### src/rtl/aes_pkg.sv
// Shared definitions for the iterative AES MixColumns block.
// Holds the FSM state encoding, the AES reduction constant and the xtime helper
// (multiply by 02 in GF(2^8) with reduction polynomial 0x11B).
package aes_pkg;

  typedef enum logic [1:0] {
    StIdle = 2'd0,
    StCalc = 2'd1,
    StDone = 2'd2
  } mc_state_e;

  // Low byte of the reduction polynomial x^8 + x^4 + x^3 + x + 1.
  localparam logic [7:0] AES_POLY = 8'h1B;

  // Multiply by 02: shift left, fold the overflow bit back in via AES_POLY.
  function automatic logic [7:0] xtime(input logic [7:0] b);
    return {b[6:0], 1'b0} ^ (b[7] ? AES_POLY : 8'h00);
  endfunction

endpackage

### src/rtl/aes_mix_column.sv
// Combinational forward MixColumns of a single 32-bit column.
// Forward counterpart of the decryption column helper.
// Ports:
//   col_in  - input column, bits [31:24] are row 0
//   col_out - mixed column, same layout
module aes_mix_column
  import aes_pkg::*;
(
  input  logic [31:0] col_in,
  output logic [31:0] col_out
);

  logic [7:0] b0, b1, b2, b3;
  logic [7:0] x0, x1, x2, x3;

  assign b0 = col_in[31:24];
  assign b1 = col_in[23:16];
  assign b2 = col_in[15:8];
  assign b3 = col_in[7:0];

  assign x0 = xtime(b0);
  assign x1 = xtime(b1);
  assign x2 = xtime(b2);
  assign x3 = xtime(b3);

  // Multiply-by-03 is written as xtime(b) ^ b.
  assign col_out[31:24] = x0 ^ (x1 ^ b1) ^ b2 ^ b3;
  assign col_out[23:16] = b0 ^ x1 ^ (x2 ^ b2) ^ b3;
  assign col_out[15:8]  = b0 ^ b1 ^ x2 ^ (x3 ^ b3);
  assign col_out[7:0]   = (x0 ^ b0) ^ b1 ^ b2 ^ x3;

endmodule

### src/rtl/aes_mix_columns_iter.sv
// Iterative AES forward MixColumns: one column per cycle through a single
// shared column mixer, with valid/ready handshakes on both sides.
// Ports:
//   clk, rst_n          - clock, asynchronous active-low reset
//   in_valid, in_ready  - input handshake; in_state captured in IDLE
//   in_state            - 128-bit state, column c at [127-32c : 96-32c]
//   out_valid, out_ready- output handshake; held in DONE until out_ready
//   out_state           - working register (result while out_valid=1)
//   busy                - high whenever the FSM is not idle
module aes_mix_columns_iter
  import aes_pkg::*;
(
  input  logic         clk,
  input  logic         rst_n,
  input  logic         in_valid,
  output logic         in_ready,
  input  logic [127:0] in_state,
  output logic         out_valid,
  input  logic         out_ready,
  output logic [127:0] out_state,
  output logic         busy
);

  mc_state_e    state_q;
  logic [1:0]   cnt_q;
  logic [127:0] work_q;
  logic         in_ready_q;
  logic         out_valid_q;
  logic         busy_q;

  logic [31:0]  col_sel;
  logic [31:0]  col_mixed;
  logic [127:0] work_upd;

  // Select the column addressed by the counter.
  always_comb begin
    col_sel = work_q[127:96];
    unique case (cnt_q)
      2'd0: col_sel = work_q[127:96];
      2'd1: col_sel = work_q[95:64];
      2'd2: col_sel = work_q[63:32];
      2'd3: col_sel = work_q[31:0];
      default: col_sel = work_q[127:96];
    endcase
  end

  aes_mix_column u_mix_column (
    .col_in  (col_sel),
    .col_out (col_mixed)
  );

  // Working register with the current column replaced by its mixed value.
  always_comb begin
    work_upd = work_q;
    unique case (cnt_q)
      2'd0: work_upd[127:96] = col_mixed;
      2'd1: work_upd[95:64]  = col_mixed;
      2'd2: work_upd[63:32]  = col_mixed;
      2'd3: work_upd[31:0]   = col_mixed;
      default: work_upd = work_q;
    endcase
  end

  always_ff @(posedge clk or negedge rst_n) begin
    if (!rst_n) begin
      state_q     <= StIdle;
      cnt_q       <= 2'd0;
      work_q      <= '0;
      in_ready_q  <= 1'b1;
      out_valid_q <= 1'b0;
      busy_q      <= 1'b0;
    end else begin
      unique case (state_q)
        StIdle: begin
          if (in_valid) begin
            work_q     <= in_state;
            cnt_q      <= 2'd0;
            state_q    <= StCalc;
            in_ready_q <= 1'b0;
            busy_q     <= 1'b1;
          end
        end
        StCalc: begin
          work_q <= work_upd;
          // Natural 2-bit wrap brings the counter back to 0 as CALC ends.
          cnt_q  <= cnt_q + 2'd1;
          if (cnt_q == 2'd3) begin
            state_q     <= StDone;
            out_valid_q <= 1'b1;
          end
        end
        StDone: begin
          if (out_ready) begin
            state_q     <= StIdle;
            out_valid_q <= 1'b0;
            in_ready_q  <= 1'b1;
            busy_q      <= 1'b0;
          end
        end
        default: begin
          state_q     <= StIdle;
          cnt_q       <= 2'd0;
          in_ready_q  <= 1'b1;
          out_valid_q <= 1'b0;
          busy_q      <= 1'b0;
        end
      endcase
    end
  end

  assign in_ready  = in_ready_q;
  assign out_valid = out_valid_q;
  assign busy      = busy_q;
  assign out_state = work_q;

endmodule

### config.mk
export PLATFORM = sky130hd
export DESIGN_NAME = aes_mix_columns_iter
export DESIGN_NICKNAME = d
export VERILOG_FILES = /design/src/rtl/aes_pkg.sv /design/src/rtl/aes_mix_column.sv /design/src/rtl/aes_mix_columns_iter.sv
export SDC_FILE = /design/constraint.sdc
export NUM_CORES = 1
export LEC_CHECK = 0
export CAP_MARGIN = 20
export CORE_UTILIZATION = 43
export CTS_CLUSTER_SIZE = 30
export DETAILED_ROUTE_END_ITERATION = 7
export GPL_TIMING_DRIVEN = 0
export PLACE_DENSITY = 0.77
export SETUP_SLACK_MARGIN = 0.4
export SYNTH_ARGS = -nofsm -noshare
export SYNTH_HDL_FRONTEND = slang
export SYNTH_SLANG_ARGS = --single-unit
### constraint.sdc
create_clock -name clk -period 2.4 [get_ports clk]
set_clock_uncertainty 0.1 [all_clocks]
set_input_delay 0.36 -clock clk [delete_from_list [all_inputs] [get_ports clk]]
set_output_delay 0.36 -clock clk [all_outputs]
set_load 0.02 [all_outputs]
# Yosys cells after proc, flatten, opt, wreduce, memory -nomap -nowiden

Index checks and enable logic that the tools add are counted.

$add $sub $neg: 1
$mul: 0
Div/mod/pow operators: 0
Order comparisons: 0
Equality and inequality tests: 11
Shift-type cells: 0
Multiplexer cells: 25
Bitwise logic cells: 23
Reductions and logical operators: 11

Operator list:

| operator                                                        | count |
|---|---|
| 128-bit case mux with 2 select lines                            | 1 |
| 8-bit bitwise XOR                                               | 20 |
| 128-bit two-way mux                                             | 1 |
| 32-bit two-way mux                                              | 4 |
| 32-bit case mux with 4 select lines                             | 1 |
| 3-bit AND reduction                                             | 7 |
| 5-bit two-way mux                                               | 4 |
| 2-bit case mux with 3 select lines                              | 2 |
| 1-bit case mux with 3 select lines                              | 3 |
| 2-bit two-way mux                                               | 4 |
| 2-bit == test, second input constant                            | 3 |
| 2-bit by 1-bit != test with 1-bit output, second input constant | 3 |
| 2-bit != test, second input constant                            | 3 |
| 1-bit two-way mux                                               | 5 |
| 2-bit by 1-bit == test with 1-bit output, second input constant | 2 |
| 2-bit logical NOT                                               | 2 |
| 1-bit inverter                                                  | 3 |
| 2-bit by 1-bit adder with 2-bit output, second input constant   | 1 |
| 2-bit AND reduction                                             | 1 |
| 2-bit nonzero test                                              | 1 |

Flip-flop bits (word level): 135
Latch bits: 0
Memory bits (writable): 0
Bits in read-only memories: 0
Input bits: 132
Output and inout bits: 131
Logic and storage cells: 80
Memories: 0

# Longest topological paths before layout

Word-level depth: 10
Depth in mapped cells: 11
Gate-level depth less buffers: 8

# By module

Synthesis repeated with hierarchy kept, for this count alone.

Cell total of the unflattened synthesis: 781
Area, all modules: 8729.6 µm²

Modules (own cells, without submodules):

| module               | instances | cells each | area each (µm²) | sequential area each (µm²) |
|---|---|---|---|---|
| aes_mix_columns_iter | 1         | 702        | 7422.1          | 3379.5 |
| aes_mix_column       | 1         | 79         | 1307.5          | 0.0 |

# Worst setup path before layout

OpenSTA, ideal clock, no wires.

Path type: reg2reg
Start: register cnt_q[0]
End: register work_q[24], in the netlist out_state[24]
Library setup time: 126 ps
Arrival time: 2425 ps
Slack: -251 ps
Cell stages (with the launch flop): 12
Path buffers: 3
Clock period less this slack: 2651 ps
Cells stage by stage: dfrtp_1 inv_1 ha_1 clkbuf_1 buf_2 a222oi_1 clkbuf_1 xor2_1 nor2_1 nor2_1 xnor2_1 a221o_1

Word-level cells in the longest chain between the ends: 10
Elaborated cells between the ends (all ways): 17

RTL lines:

| element                               | RTL line                                               | source |
|---|---|---|
| from (decl)                           | aes_mix_columns_iter.sv:25                             | `logic [1:0] cnt_q;` |
| from (signal assigned)                | aes_mix_columns_iter.sv:86                             | `cnt_q <= cnt_q + 2'd1;` |
| 2-bit == test (tied with other cells) | aes_mix_columns_iter.sv:38, aes_mix_columns_iter.sv:55 |  |
| 32-bit case mux with 4 select lines   | aes_mix_columns_iter.sv:38                             | `unique case (cnt_q)` |
| 5-bit two-way mux                     | aes_pkg.sv:17                                          | `return {b[6:0], 1'b0} ^ (b[7] ? AES_POLY : 8'h00);` |
| 8-bit bitwise XOR                     | aes_pkg.sv:17                                          |  |
| 8-bit bitwise XOR (4 in a row)        | aes_mix_column.sv:27                                   | `assign col_out[31:24] = x0 ^ (x1 ^ b1) ^ b2 ^ b3;` |
| 32-bit two-way mux                    | aes_mix_columns_iter.sv:55                             | `unique case (cnt_q)` |
| 128-bit case mux with 2 select lines  | aes_mix_columns_iter.sv:73                             | `unique case (state_q)` |
| to (signal assigned)                  | aes_mix_columns_iter.sv:76                             | `work_q <= in_state;` |
| to (signal assigned)                  | aes_mix_columns_iter.sv:84                             | `work_q <= work_upd;` |
| to (decl)                             | aes_mix_columns_iter.sv:26                             | `logic [127:0] work_q;` |

Several ways; a longest one is shown, not always the timed one. The select of a mux whose other input is x is not followed.
A chain may end at the register's enable or synchronous reset.

# Worst setup path in the final report

Start: register cnt_q[0]
End: register work_q[16], in the netlist out_state[16]

Word-level cells in the longest chain between the ends: 9
Elaborated cells between the ends (all ways): 17

RTL lines:

| element                               | RTL line                                               | source |
|---|---|---|
| 2-bit == test (tied with other cells) | aes_mix_columns_iter.sv:38, aes_mix_columns_iter.sv:55 |  |
| 32-bit case mux with 4 select lines   | aes_mix_columns_iter.sv:38                             |  |
| 5-bit two-way mux                     | aes_pkg.sv:17                                          |  |
| 8-bit bitwise XOR                     | aes_pkg.sv:17                                          |  |
| 8-bit bitwise XOR (3 in a row)        | aes_mix_column.sv:28                                   | `assign col_out[23:16] = b0 ^ x1 ^ (x2 ^ b2) ^ b3;` |
| 32-bit two-way mux                    | aes_mix_columns_iter.sv:55                             |  |
| 128-bit case mux with 2 select lines  | aes_mix_columns_iter.sv:73                             |  |

Several ways; a longest one is shown, not always the timed one. The select of a mux whose other input is x is not followed.

==> results.md <==
* Critical Path End Type: register
* Initial antenna violation count at 0
* Worst stage delay on the critical path at roughly 470 ps
* Die Height at between 100 and 150 um
* Congestion Overflow GR at 0
* Final clock period utilization by the worst path at 128%
* Slowest stage cell on the critical path: sky130_fd_sc_hd__dfrtp_2
* Filler Cell Count at 1,200
* Max frequency at 325 MHz
* Remaining antenna violation count at 0
* Cell area after technology mapping at 8590 um^2
* Clock tree from TritonCTS: done
* Count of final hold-check violations at 0
* Number of distinct standard cells referenced by the synthesized netlist at 34
* Clk_lat worst skew at 450 ps
* CTS Buf Count at 17
* Area contributors post-synth: sky130_fd_sc_hd__dfrtp_1, sky130_fd_sc_hd__xnor2_1, sky130_fd_sc_hd__xor2_1
* Number of slew-limit violations in the final report at 0
* Crit Path Class: register to register
* Final net count at 1,435
* Highest fanout seen on the critical path at 7
* Global placer's final weighted congestion at slightly below 1
* Synth warn at 0
* Number of levels the H-tree was split into at 4
* Yosys top cell by area: sky130_fd_sc_hd__dfrtp_1
* Number of global-route vias before repair at ~10,000
* Cell-by-cell listing of the critical path: ha_4, buf_8, buf_6, buf_16, a222oi_1, buf_4, xnor2_2, xnor2_1, mux2i_1, xor2_2, a221o_1
* Seq/Total Area, Yosys at about two fifths
* DRC marker count from the first detailed-route iteration at about 1,700
* Final critical-path setup slack at -679 ps
* Family with the most delay on the worst path: compound AO/OA/AOI/OAI gates
* Most used flip-flop cell after synthesis: sky130_fd_sc_hd__dfrtp_1
* Detail Placement HPWL at about 28 mm
* Slew of the pin with the lowest slew margin at 1050 ps
* Async set-reset flop share out of synthesis at between 90% and 100%
* WL per Instance at around 29 um
* Post-synthesis instance total at about 910
* Length of the first detailed-routing pass in iterations at 7
* Time the worst path needs with I/O delays and setup at a little over 3000 ps
* Per-instance average area after synthesis at approximately 9.5 um^2
* Clock slew at reported path FFs at ~60 ps
* Total of buffers placed on input and output ports at roughly 260
* Worst slack at placement at -1030 ps
* Flip-flop and latch area at between 3000 and 4000 um^2
* Critical path buffers and inverters at 4
* Worst slew margin relative to its limit at between 20% and 30%
* Critical Path Start Type: register
* Final setup violation count at between 100 and 150
* Reg-to-reg slack, setup at -680 ps
* Standard cell core area at 19,500 um^2
* Top-area cell type share of the netlist area at approximately 39%
* Number of core rows at 51
* Buffer levels on the longest clock path at 2
* TritonCTS sink count at 135
* Number of flops mapped to enable cells by yosys at 0
* Maximum number of pins on one net before global-route repair at 69
* Cell at the root of the clock tree: sky130_fd_sc_hd__clkbuf_16
* Hold slack at 412 ps
* Critical path required time at between 2000 and 3000 ps
* Total die area at between 20,000 and 25,000 um^2
* Total global-route track usage at about two fifths
* Violated checks: setup timing
* Synth Net Count at 1,041
* Max_cap viols at 0
* Routed vias at between 10,000 and 15,000
* Ranking of synthesized cells by instance count: sky130_fd_sc_hd__dfrtp_1, sky130_fd_sc_hd__xnor2_1, sky130_fd_sc_hd__xor2_1
* Most common cell in the netlist: sky130_fd_sc_hd__dfrtp_1
* Wirelength, routed at 45.6 mm
* Run status: finished, violations left
* Starting density of the core at ~44%
* Die width at roughly 140 um
* Critical path arrival at around 3300 ps
* Flops & latches, synth at roughly 140
* Post-route DRC at 0
* Fraction of layout instances using a drive strength above 1 at 26.9%
* Layout overhead on the synthesized area at 72.9%
* Setup repair after global routing missed its margin: yes
* Total I/O pin count at 263
* Area of the multi-input gates at slightly above 6000 um^2
* Wire length of the first global-routing pass at approximately 61 mm
* Path type of the worst min-delay path: primary input to async pin
* Number of vias per cell after detailed routing at 6.73
## worst reg2reg max path: stages, from the launching register on
cell and delay, ps:
sky130_fd_sc_hd__dfrtp_2 470, sky130_fd_sc_hd__ha_4 190, sky130_fd_sc_hd__buf_8 140, sky130_fd_sc_hd__buf_6 140, sky130_fd_sc_hd__buf_16 140, sky130_fd_sc_hd__a222oi_1 360, sky130_fd_sc_hd__buf_4 260, sky130_fd_sc_hd__xnor2_2 150
sky130_fd_sc_hd__xnor2_1 130, sky130_fd_sc_hd__mux2i_1 330, sky130_fd_sc_hd__xor2_2 210, sky130_fd_sc_hd__a221o_1 340
## placed cells by master, fill, tap and decap left out, types with 16 or more instances in the layout
master | Yosys | routed
sky130_fd_sc_hd__nor2_1 | 80 | 77
sky130_fd_sc_hd__a222oi_1 | 32 | 32
sky130_fd_sc_hd__xnor2_1 | 100 | 49
sky130_fd_sc_hd__xnor2_2 | 2 | 39
sky130_fd_sc_hd__clkbuf_16 | 0 | 17
sky130_fd_sc_hd__xor2_1 | 81 | 48
sky130_fd_sc_hd__o22ai_2 | 0 | 18
sky130_fd_sc_hd__and3_1 | 69 | 69
sky130_fd_sc_hd__xor2_4 | 0 | 16
sky130_fd_sc_hd__clkdlybuf4s50_1 | 0 | 232
sky130_fd_sc_hd__buf_6 | 7 | 40
sky130_fd_sc_hd__dfrtp_1 | 134 | 131
sky130_fd_sc_hd__a21oi_1 | 80 | 66
sky130_fd_sc_hd__o22ai_1 | 48 | 29
sky130_fd_sc_hd__nand2_1 | 50 | 50
sky130_fd_sc_hd__a221o_1 | 67 | 67
sky130_fd_sc_hd__clkbuf_1 | 68 | 41
sky130_fd_sc_hd__dlygate4sd2_1 | 0 | 26
sky130_fd_sc_hd__xor2_2 | 3 | 20
sky130_fd_sc_hd__buf_4 | 0 | 70
## stage by stage
stage          util (%)  std cells  cell area (um^2)  TNS, ps
3_5_place_dp       59.8       1433             11700   -97340
4_1_cts            72.4       1561             14100   -43920
2_1_floorplan         -        905              8690   -15570
3_3_place_gp       59.6       1432             11600  -695470
5_1_grt            76.0       1577             14800   -72230
6_report           76.0       1578             14800   -64180
## area by class of cell
cell class              count  share of cell area, %
inverters                   4                  0.118
well taps                 265                   2.23
plain buffers              83                   3.84
clock inverters            13                  0.969
flip-flops and latches    135                   22.8
clock buffers              19                   2.98
multi-input cells         683                   41.6
repair buffers            375                   25.4
diodes                      1                 0.0169
## path summary, 6_finish.rpt
path                                        from                          to  depth (start not counted)
max                         cnt_q[0]$_DFFE_PN0P_   out_state[16]$_DFFE_PN0P_                         11
min                                        rst_n   out_state[70]$_DFFE_PN0P_                          2
max reg2reg                 cnt_q[0]$_DFFE_PN0P_   out_state[16]$_DFFE_PN0P_                         11
min reg2reg                out_valid$_DFFE_PN0P_       out_valid$_DFFE_PN0P_                          2
max in group asynchronous                  rst_n  out_state[113]$_DFFE_PN0P_                          3
min in group clk           out_valid$_DFFE_PN0P_       out_valid$_DFFE_PN0P_                          2
## registers in the layout, indices dropped and copies added, names as in the netlist
name       count
state_q        2
out_valid      1
in_ready       1
busy           1
cnt_q          2
out_state    128
## cell families after synthesis
group	after synthesis	share of synthesized area [%]
compound gates	273	23.4
simple gates	207	11.3
xor+xnor	186	19.4
flops	135	39.3
buf+inv	87	4.49
mux	13	1.51
fa+ha+maj	4	0.583
## per-layer routing
layer  GRT usage, %  vias up  routed length, um
met5              0        -                  0
met4           25.9        0               4000
met3           11.7      329               6480
met2           63.8     1115              19800
met1           50.8     5075              15300
li1               -     4096                  -
## repair_timing
item                                   4_1_cts  5_1_grt
pin swaps                                  142       79
cloned                                       5        0
endpoints found under the hold margin       67        0
setup endpoints to repair                  158      134
hold buffers                                 1        0
buffers inserted                            90       16
gates resized for setup                    234       98
Power is left out: the tool's default activity adds up to more than one toggle a clock period on the data nets, which glitch-free logic cannot reach.
